File: config.mk
export PLATFORM = sky130hd
export DESIGN_NAME = seven_seg_scanner
export DESIGN_NICKNAME = d
export VERILOG_FILES = /design/src/rtl/seven_seg_scanner.sv
export SDC_FILE = /design/constraint.sdc
export NUM_CORES = 1
export LEC_CHECK = 0
export ABC_AREA = 1
export CELL_PAD_IN_SITES_DETAIL_PLACEMENT = 0
export CELL_PAD_IN_SITES_GLOBAL_PLACEMENT = 2
export CORE_ASPECT_RATIO = 1.4
export CORE_MARGIN = 2
export CORE_UTILIZATION = 34
export DETAILED_ROUTE_END_ITERATION = 8
export GPL_TIMING_DRIVEN = 1
export PLACE_DENSITY = 0.82
export REMOVE_ABC_BUFFERS = 1
export SYNTH_ARGS = -nofsm -noshare
export SYNTH_HDL_FRONTEND = slang
export SYNTH_SLANG_ARGS = --single-unit
File: constraint.sdc
create_clock -name clk -period 2.69 [get_ports clk]
set_input_delay 0.269 -clock clk [delete_from_list [all_inputs] [get_ports clk]]
set_output_delay 0.269 -clock clk [all_outputs]
set_load 0.01 [all_outputs]
File: src/rtl/seven_seg_scanner.sv
// -----------------------------------------------------------------------------
// seven_seg_scanner
//
// Time-multiplexed driver for six 7-segment digits that share one segment bus.
// Each digit gets a slot of DIV cycles. The first BLANK_CYCLES cycles of every
// slot hold all outputs inactive, which suppresses ghosting between digits.
// A frame is six slots. At the start of each frame the six input codes are
// copied into a snapshot, so a single frame never mixes old and new time.
// Digits selected by blink_mask are blanked during alternate groups of
// BLINK_FRAMES frames. Their digit enable stays active while blanked.
//
// Ports
//   clk           system clock
//   reset         asynchronous, active-low reset
//   sec_ones_seg  digit 0 segment code (bit0 = a .. bit6 = g, 1 = lit)
//   sec_tens_seg  digit 1 segment code
//   min_ones_seg  digit 2 segment code
//   min_tens_seg  digit 3 segment code
//   hr_ones_seg   digit 4 segment code
//   hr_tens_seg   digit 5 segment code
//   blink_mask    bit i = 1 makes digit i blink (sampled live)
//   seg_out       shared segment bus, polarity set by SEG_ACTIVE_LOW
//   dig_en        one-hot digit select, polarity set by DIG_ACTIVE_LOW
//   frame_start   one-cycle pulse in the cycle after each snapshot is taken
// -----------------------------------------------------------------------------
module seven_seg_scanner #(
    parameter int DIV            = 50000,
    parameter int BLANK_CYCLES   = 500,
    parameter int BLINK_FRAMES   = 42,
    parameter bit SEG_ACTIVE_LOW = 1'b1,
    parameter bit DIG_ACTIVE_LOW = 1'b1
) (
    input  logic       clk,
    input  logic       reset,
    input  logic [6:0] sec_ones_seg,
    input  logic [6:0] sec_tens_seg,
    input  logic [6:0] min_ones_seg,
    input  logic [6:0] min_tens_seg,
    input  logic [6:0] hr_ones_seg,
    input  logic [6:0] hr_tens_seg,
    input  logic [5:0] blink_mask,
    output logic [6:0] seg_out,
    output logic [5:0] dig_en,
    output logic       frame_start
);

    localparam int CNT_W = (DIV > 1) ? $clog2(DIV) : 1;
    localparam int FC_W  = (BLINK_FRAMES > 1) ? $clog2(BLINK_FRAMES) : 1;

    localparam logic [CNT_W-1:0] CNT_LAST  = CNT_W'(DIV - 1);
    localparam logic [CNT_W-1:0] BLANK_END = CNT_W'(BLANK_CYCLES);
    localparam logic [FC_W-1:0]  FC_LAST   = FC_W'(BLINK_FRAMES - 1);

    // Inactive output levels; XOR with these converts lit/selected to the pin polarity.
    localparam logic [6:0] SEG_OFF = {7{SEG_ACTIVE_LOW}};
    localparam logic [5:0] DIG_OFF = {6{DIG_ACTIVE_LOW}};

    // Scan state
    logic [CNT_W-1:0] cnt_q, cnt_d;
    logic [2:0]       idx_q, idx_d;

    // Blink state
    logic [FC_W-1:0]  fc_q, fc_d;
    logic             phase_q, phase_d;
    logic             armed_q, armed_d;

    // Frame snapshot, element i = digit i, stored in lit-high form
    logic [5:0][6:0]  snap_q, snap_d;

    // Registered outputs
    logic [6:0]       seg_q, seg_d;
    logic [5:0]       dig_q, dig_d;
    logic             fs_q, fs_d;

    logic             frame_edge;
    logic             blank;
    logic             blinked;
    logic [6:0]       seg_act;
    logic [5:0]       dig_act;

    always_comb begin
        cnt_d   = cnt_q + 1'b1;
        idx_d   = idx_q;
        fc_d    = fc_q;
        phase_d = phase_q;
        armed_d = armed_q;
        snap_d  = snap_q;

        frame_edge = (cnt_q == '0) && (idx_q == 3'd0);

        if (cnt_q == CNT_LAST) begin
            cnt_d = '0;
            idx_d = (idx_q == 3'd5) ? 3'd0 : idx_q + 3'd1;
        end

        if (frame_edge) begin
            snap_d = {hr_tens_seg, hr_ones_seg, min_tens_seg,
                      min_ones_seg, sec_tens_seg, sec_ones_seg};
            // The first snapshot after reset opens frame 0 and does not advance
            // the counter, so the counter always equals the frame number modulo
            // BLINK_FRAMES and the first blanked group starts at frame
            // BLINK_FRAMES.
            armed_d = 1'b1;
            if (armed_q) begin
                if (fc_q == FC_LAST) begin
                    fc_d    = '0;
                    phase_d = ~phase_q;
                end else begin
                    fc_d = fc_q + 1'b1;
                end
            end
        end

        blank   = (cnt_q < BLANK_END);
        blinked = phase_q && blink_mask[idx_q];
        dig_act = blank ? 6'b0 : (6'b1 << idx_q);
        seg_act = (blank || blinked) ? 7'b0 : snap_q[idx_q];

        seg_d = seg_act ^ SEG_OFF;
        dig_d = dig_act ^ DIG_OFF;
        fs_d  = frame_edge;
    end

    always_ff @(posedge clk or negedge reset) begin
        if (!reset) begin
            cnt_q   <= '0;
            idx_q   <= 3'd0;
            fc_q    <= '0;
            phase_q <= 1'b0;
            armed_q <= 1'b0;
            snap_q  <= '0;
            seg_q   <= SEG_OFF;
            dig_q   <= DIG_OFF;
            fs_q    <= 1'b0;
        end else begin
            cnt_q   <= cnt_d;
            idx_q   <= idx_d;
            fc_q    <= fc_d;
            phase_q <= phase_d;
            armed_q <= armed_d;
            snap_q  <= snap_d;
            seg_q   <= seg_d;
            dig_q   <= dig_d;
            fs_q    <= fs_d;
        end
    end

    assign seg_out     = seg_q;
    assign dig_en      = dig_q;
    assign frame_start = fs_q;

endmodule

==> results.json, run 1 <==
{
  "finalSetupTns_ns": 0,
  "cap_viol_max_count": 0,
  "synth_top_cells_by_area": "dfrtp_1 (44%), nand2_1 (18%), dfstp_2 (8.5%)",
  "dieArea_um2": 12650,
  "gp_congestion": 0.8235,
  "ys_types": 27,
  "p_leak_nw": 2.393,
  "nets": 615,
  "cts_hold_buf": 0,
  "cts_setup_buffers": 0,
  "postSynth.asyncResetShare_pct": 100.0,
  "multi_input_area_um2": 1627,
  "initial_core_util_pct": 35.08,
  "viasPerCell": 4.591,
  "coreArea_um2": 11400,
  "dpl_cell_area_um2": 4758,
  "grt_pass1_vias": 3504,
  "track_usage_pct": 17.19,
  "antenna_violating_nets_post_route": 0,
  "synth_seq_cells": 83,
  "place_worst_setup_slack_ns": 0.6995,
  "hold_path_class": "in2async",
  "synth_cells": 495,
  "synth_top_area_cell": "dfrtp_1",
  "fin_ws_ns": 0.7007,
  "fin_util_pct": 44.48,
  "fin_area_um2": 5069,
  "drc": 0,
  "powerDensity_nw_per_um2": 541.3,
  "drtIter0Drc": 132,
  "finalHoldViolations": 0,
  "die_w_um": 95.64,
  "power_mw": 2.744,
  "ys_warn_count": 0,
  "seq_area_um2": 2093,
  "dr.pass1.iters": 6,
  "gr-total-overflow": 0,
  "r2r-start": "idx_q[0]",
  "rsz0062_at_grt": "false",
  "synth.top_cell.area_share_pct": 43.82,
  "period_minus_slack_ns": 1.989,
  "syn-cell-area_um2": 3998,
  "cts_tree": "yes",
  "numCtsBuffers": 9,
  "drive_gt1_share_pct": 8.496,
  "synth_seq_area_share_pct": 52.36,
  "clock_latency_ns": 0.34,
  "ctsResizeCount": 0,
  "crit_end": "snap_q[16]",
  "die_height_um": 132.3,
  "end_kind": "flop",
  "std_cell_rows": 46,
  "reg2reg_depth": 8,
  "max_stage_delay_ns": 0.50,
  "relSlewSlack_pct": 30.00,
  "startpoint": "idx_q[0]",
  "fin_skew_ns": 0.007191,
  "avgSynthCellArea_um2": 8.076,
  "crit_top_cell": "nand2_2",
  "worstSetupPathType": "reg2reg",
  "crit_arrival_ns": 2.24,
  "via_count": 3255,
  "portBuffers": 63,
  "path_cells": "nor2_8, nand2_2, inv_2, nand2_2, nor2_4, buf_12, nand2_1, o21ai_0",
  "cts_max_path_buffers": 2,
  "finalCritPeriodShare_pct": 73.95,
  "rrSetupSlack_ns": 0.70,
  "grt_max_degree": 82,
  "grt_pass1_wl_um": 16830,
  "max_freq_ghz": 0.5027,
  "root_buffer": "clkbuf_16",
  "clkSlewWorstSetupHoldPaths_ns": 0.06,
  "n_antenna_cell": 0,
  "synth-edff-count": 0,
  "status": "completed",
  "worst_r2r_endpoint": "snap_q[16]",
  "area_delta_synth_final_pct": 26.79,
  "wl_um": 9991,
  "dp_hpwl_um": 7075,
  "finalMaxSlewViolations": 0,
  "clock-sinks": 83,
  "start_kind": "flop",
  "vdd_drop_max_v": 0.0002796,
  "fillCellCount": 1164,
  "htreeDepth": 3,
  "synth.cells.most_frequent": "nand2_1 (197), dfrtp_1 (70), inv_1 (45)",
  "worst_pin_slew_ns": 1.050,
  "synth_flop_cell": "dfrtp_1",
  "critPathRequiredTime_ns": 2.94,
  "antenna_found_initial": 0,
  "path_max_fanout": 36,
  "cp_slowest_cell": "dfrtp_1",
  "setup_violations": 0,
  "yosysMostFrequentCell": "nand2_1",
  "boundaryPins": 64,
  "wl_per_cell_um": 14.09
}
[cells in the final DEF (no fill, tap or decap), types with 8 or more instances in the layout]
cell / instances
nand3_1: 31
o211ai_1: 8
clkdlybuf4s50_1: 62
dfrtp_1: 70
inv_1: 45
nor2_1: 37
dfstp_2: 13
o21ai_0: 24
clkbuf_16: 9
nand2_1: 197
[cells by family after synthesis]
logic type / count (synthesis) / synth area share, %
flops: 83 / 52.36
fa+ha+maj: 5 / 1.565
xor+xnor: 11 / 2.410
simple gates: 287 / 30.02
compound gates: 46 / 6.698
buf+inv: 63 / 6.948
[per-layer routing]
| layer | global-route usage [%] | wire length [µm] | vias up |
|---|---|---|---|
| met5 | 0 | 0 | - |
| met4 | 5.079 | 190 | 0 |
| met3 | 3.373 | 257 | 12 |
| met2 | 30.03 | 5220 | 54 |
| met1 | 21.06 | 4322 | 1518 |
| li1 | - | - | 1671 |
[metrics by stage]
stage	hold slack, ns	instances
floorplan	-0.02659	482
global placement	0.4644	693
detailed placement	0.4655	693
CTS	0.1680	709
global route	0.2156	709
finish	0.1196	709
[report_power, final]
group / total (mW) / switching (mW) / internal [mW]
Clock: 1.30 / 0.493 / 0.811
Combinational: 0.143 / 0.0615 / 0.0816
Sequential: 1.30 / 0.0153 / 1.28
[critical path, delay by kind of cell, from the launching register on]
| kind | cells | cell delay, ns |
|---|---|---|
| AO/OA/AOI/OAI | 1 | 0.09 |
| buffers and inverters | 2 | 0.35 |
| flip-flops | 1 | 0.50 |
| AND/OR/NAND/NOR | 5 | 0.95 |
[final cells by class]
type	count	area share, %
flip-flops and latches	83	41.30
inverters	50	3.703
clock inverters	5	1.530
well taps	144	3.555
multi-input cells	349	32.09
clock buffers	11	4.591
repair buffers	67	13.23
[how the worst min path moves through the flow]
| stage | startpoint | end | slack, ns | cells past startpoint |
|---|---|---|---|---|
| after global routing | reset | cnt_q[5] | 0.22 | 1 |
| final | reset | cnt_q[2] | 0.12 | 1 |
| after detailed placement | snap_q[12] | snap_q[12] | 0.47 | 2 |
| after global placement | snap_q[12] | snap_q[12] | 0.46 | 2 |
| after CTS | reset | cnt_q[5] | 0.17 | 1 |
| after floorplan | reset | armed_q | -0.03 | 0 |
[registers in the layout, indices dropped and copies added (netlist names)]
signal       cells
snap_q          42
fc_q             6
seg_out          7
idx_q            3
armed_q          1
dig_en           6
cnt_q           16
phase_q          1
frame_start      1
Power figures use the tool's default switching activity.
==> run 2: changes to the inputs <==
- CORE_UTILIZATION: 34 -> 31
- PLACE_DENSITY: 0.82 -> 0.76
- clock period: 2.69 -> 1.9 ns (I/O delays scaled with it)
==> results.json, run 2 (synthesis results as in run 1) <==
{
  "crit_buf_inv": 1,
  "rrSetupSlack_ns": 0.25,
  "dr.pass1.iters": 4,
  "dp_hpwl_um": 7234,
  "status": "completed",
  "max_freq_ghz": 0.6045,
  "cp_slowest_cell": "dfrtp_1",
  "timing.hold.ws_ns": 0.2863,
  "path_cells": "nand2_1, inv_1, ha_1, or2_0, o21ai_0",
  "initial_core_util_pct": 31.50,
  "path_max_fanout": 8,
  "r2r-start": "idx_q[0]",
  "period_minus_slack_ns": 1.654,
  "seqPwrFrac_pct": 48.0,
  "clock-sinks": 83,
  "coreArea_um2": 12690,
  "fin_util_pct": 40.55,
  "p_switching_mw": 0.8555,
  "die_w_um": 99.98,
  "finalSetupTns_ns": 0,
  "cts_max_path_buffers": 2,
  "die_height_um": 138.4,
  "boundaryPins": 64,
  "antenna_found_initial": 0,
  "powerDensity_nw_per_um2": 741.9,
  "reg2reg_depth": 5,
  "cap_viol_max_count": 0,
  "htreeDepth": 3,
  "fin_skew_ns": 0.008837,
  "end_kind": "flop",
  "ctsResizeCount": 0,
  "largest_register_ffs": 42,
  "p_sw_share_pct": 22.41,
  "crit_arrival_ns": 1.91,
  "root_buffer": "clkbuf_16",
  "layout_commonest_cell": "nand2_1",
  "worstSetupPathType": "reg2reg",
  "relSlewSlack_pct": 69.63,
  "antenna_violating_nets_post_route": 0,
  "cts_tree": "yes",
  "via_count": 3303,
  "worst_pin_slew_ns": 0.4520,
  "p_int_mw": 2.962,
  "portBuffers": 63,
  "numCtsBuffers": 9,
  "drive_gt1_share_pct": 9.948,
  "setup_violations": 0,
  "p_leak_nw": 2.429,
  "rsz0062_at_grt": "false",
  "grt_pass1_wl_um": 17140,
  "layout_common_cells": "nand2_1 (197), dfrtp_1 (70), clkdlybuf4s50_1 (62), inv_1 (45), nor2_1 (37)",
  "hold_path_class": "in2async",
  "drc": 0,
  "cts_setup_buffers": 0,
  "finalCritPeriodShare_pct": 87.06,
  "critPathRequiredTime_ns": 2.15,
  "cpLargestDelayFamily": "flip-flops",
  "wl_per_cell_um": 13.90,
  "std_cell_rows": 49,
  "combPwrFrac_pct": 5.5,
  "nets": 623,
  "start_kind": "flop",
  "clkSlewWorstSetupHoldPaths_ns": 0.07,
  "gr-total-overflow": 0,
  "grt_max_degree": 59,
  "track_usage_pct": 15.73,
  "n_antenna_cell": 0,
  "grt_pass1_vias": 3526,
  "viasPerCell": 4.550,
  "clock_latency_ns": 0.34,
  "pwr-share-clk_pct": 46.4,
  "finalMaxSlewViolations": 0,
  "wl_um": 10100,
  "finalHoldViolations": 0,
  "largest_register": "snap_q",
  "area_delta_synth_final_pct": 28.73,
  "worst_r2r_endpoint": "idx_q[2]",
  "gp_congestion": 0.7725,
  "dieArea_um2": 13830,
  "max_stage_delay_ns": 0.56,
  "drtIter0Drc": 126,
  "vdd_drop_max_v": 0.0003157
}
## run 2: changes by cell type in the layout (fill, tap and decap cells not counted), sizes merged
cell	delta
inv	+2
buf	+7
dlygate4sd3	+1
clkinvlp	+1
clkbuf	-2
bufinv	-1
## run 2: worst reg2reg max path, cell delays in order, from the launching register on
cell and delay (ns):
dfrtp_1 0.56, nand2_1 0.29, inv_1 0.12, ha_1 0.22, or2_0 0.20, o21ai_0 0.18
## run 2: cell type report
type	count	area [µm²]
Clock buffer	9	225.2
Sequential cell	83	2093
Clock inverter	7	76.32
Tap cell	153	191.4
Multi-Input combinational cell	349	1627
Timing Repair Buffer	75	745.7
Fill cell	1310	7545
Inverter	50	187.7
## run 2: power by group through the flow
| stage | clock [mW] | combinational, mW | sequential (mW) |
|---|---|---|---|
| 6_report | 1.77 | 0.211 | 1.83 |
| 5_1_grt | 1.90 | 0.239 | 1.84 |
| 4_1_cts | 1.83 | 0.218 | 1.83 |
| 3_5_place_dp | 0 | 0.216 | 1.87 |
| 3_3_place_gp | 0 | 0.214 | 1.86 |
| 2_1_floorplan | 0 | 0.0523 | 1.86 |
## run 2: worst max path at each step
| stage | startpoint | end | slack [ns] | depth (start not counted) |
|---|---|---|---|---|
| 2_1_floorplan | idx_q[0] | phase_q | 0.005 | 8 |
| 3_3_place_gp | idx_q[2] | phase_q | 0.17 | 9 |
| 3_5_place_dp | idx_q[2] | phase_q | 0.21 | 9 |
| 4_1_cts | idx_q[2] | phase_q | 0.18 | 9 |
| 5_1_grt | idx_q[0] | idx_q[2] | 0.08 | 5 |
| 6_report | idx_q[0] | idx_q[2] | 0.25 | 5 |
## run 2: repair_timing
item,in CTS,in global routing
hold endpoints to repair,19,0
hold buffers,1,0
endpoints found under the setup margin,0,0
## run 2: per-layer routing
metal  GRT usage, %  wire, µm
met2          28.24      5253
met4          5.840       191
met3          2.224       270
met1          18.82      4380
met5              0         0
## run 2: through the flow
stage	instance area [µm²]	std cells	total power [mW]	setup WS [ns]
global route	5146	726	3.976	0.07971
detailed placement	4835	709	2.081	0.2082
finish	5146	726	3.818	0.2459
global placement	4835	709	2.079	0.1665
floorplan	3908	482	1.912	0.004574
CTS	5146	726	3.885	0.1798
==> run 3: changes to the inputs <==
- CORE_UTILIZATION: 31 -> 30
- PLACE_DENSITY: 0.76 -> 0.74
- SETUP_SLACK_MARGIN: not set -> 0.4
==> results.json, run 3 (synthesis results as in run 1) <==
{
  "status": "completed",
  "die_w_um": 101.6,
  "finalSetupTns_ns": 0,
  "drive_gt1_share_pct": 30.37,
  "p_int_mw": 3.128,
  "drc": 0,
  "worstSetupPathType": "reg2reg",
  "finalMaxSlewViolations": 0,
  "grt_pass1_vias": 3665,
  "pwr-share-clk_pct": 48.1,
  "p_sw_share_pct": 21.46,
  "cts_max_path_buffers": 2,
  "final_cell_count_no_fill": 797,
  "n_antenna_cell": 0,
  "relSlewSlack_pct": 71.04,
  "hold_path_class": "in2async",
  "boundaryPins": 64,
  "area_delta_synth_final_pct": 55.15,
  "htreeDepth": 3,
  "via_count": 3669,
  "antenna_violating_nets_post_route": 0,
  "rsz0062_at_grt": "true",
  "dr.pass1.iters": 4,
  "die_height_um": 140.6,
  "cap_viol_max_count": 0,
  "numCtsBuffers": 9,
  "setup_violations": 0,
  "dieArea_um2": 14280,
  "vdd_drop_max_v": 0.0004460,
  "dp_cells": 738,
  "path_cells": "nor2_4, nand2_2, nor2_2, nand2_2, nor2_4, buf_12, buf_12, buf_16, nand2_2, o21ai_1",
  "p_switching_mw": 0.8547,
  "fin_skew_ns": 0.008401,
  "gr-total-overflow": 0,
  "initial_core_util_pct": 30.90,
  "layout_commonest_cell": "nand2_1",
  "antenna_found_initial": 0,
  "gp_congestion": 0.7783,
  "finalHoldViolations": 0,
  "dpl_cell_area_um2": 4896,
  "dp_hpwl_um": 7335,
  "portBuffers": 63,
  "crit_arrival_ns": 1.79,
  "path_max_fanout": 8,
  "nets": 669,
  "seqPwrFrac_pct": 46.1,
  "largest_register_ffs": 42,
  "crit_buf_inv": 3,
  "std_cell_rows": 49,
  "max_stage_delay_ns": 0.44,
  "powerDensity_nw_per_um2": 642.1,
  "period_minus_slack_ns": 1.524,
  "clkSlewWorstSetupHoldPaths_ns": 0.07,
  "critPathRequiredTime_ns": 2.17,
  "fin_ws_ns": 0.3757,
  "clock-sinks": 83,
  "largest_register": "snap_q",
  "combPwrFrac_pct": 5.8,
  "fin_area_um2": 6202,
  "viasPerCell": 4.604,
  "timing.hold.ws_ns": 0.3542,
  "coreArea_um2": 12940,
  "track_usage_pct": 17.33,
  "drtIter0Drc": 109,
  "finalCritPeriodShare_pct": 80.23,
  "cp_slowest_cell": "dfrtp_2",
  "max_freq_ghz": 0.6560,
  "clock_latency_ns": 0.34,
  "cpLargestDelayFamily": "simple AND/OR/NAND/NOR gates",
  "root_buffer": "clkbuf_16",
  "grt_pass1_wl_um": 18780,
  "start_kind": "flop",
  "layout_common_cells": "nand2_1 (149), dfrtp_1 (63), clkdlybuf4s50_1 (49), inv_1 (40), nand2_2 (38)",
  "p_leak_nw": 2.886,
  "cts_tree": "yes",
  "end_kind": "flop",
  "power_mw": 3.982,
  "fin_util_pct": 47.94,
  "wl_um": 12570,
  "worst_pin_slew_ns": 0.4344,
  "wl_per_cell_um": 15.77,
  "place_worst_setup_slack_ns": 0.2503,
  "grt_max_degree": 38,
  "crit_top_cell": "nand2_2"
}
run 3: cell type report:
class	instances	area [µm²]
Multi-Input combinational cell	350	2037
Fill cell	1256	6734
Clock inverter	6	88.84
Timing Repair Buffer	120	1315
Inverter	50	197.7
Tap cell	178	222.7
Clock buffer	10	239.0
Sequential cell	83	2102
run 3: power groups by stage:
stage	registers [mW]	logic [mW]	clock network (mW)
CTS	1.83	0.224	1.95
global route	1.84	0.254	2.02
global placement	1.86	0.213	0
detailed placement	1.87	0.216	0
finish	1.83	0.231	1.92
floorplan	1.86	0.0523	0
run 3: final timing paths:
check	start	endpoint	slack, ns	cells past startpoint
max	cnt_q[8]	snap_q[6]	0.38	10
min	reset	snap_q[1]	0.35	2
max reg2reg	cnt_q[8]	snap_q[6]	0.38	10
min reg2reg	snap_q[24]	snap_q[24]	0.48	2
max in group asynchronous	reset	dig_en[2]	0.85	3
min in group clk	min_tens_seg[0]	snap_q[21]	0.40	3
run 3: what timing repair did:
| action | in CTS | in global routing |
|---|---|---|
| setup buffers | 23 | 8 |
| hold endpoints to repair | 20 | 0 |
| gates resized for setup | 68 | 105 |
| pin swaps | 11 | 22 |
| setup endpoints to repair | 77 | 77 |
| cloned | 5 | 6 |
| hold buffers | 1 | 0 |
run 3: metal layers:
layer	wire length (µm)	track usage [%]
met1	5305	20.77
met4	150	5.263
met5	0	0
met2	6816	31.23
met3	298	2.776
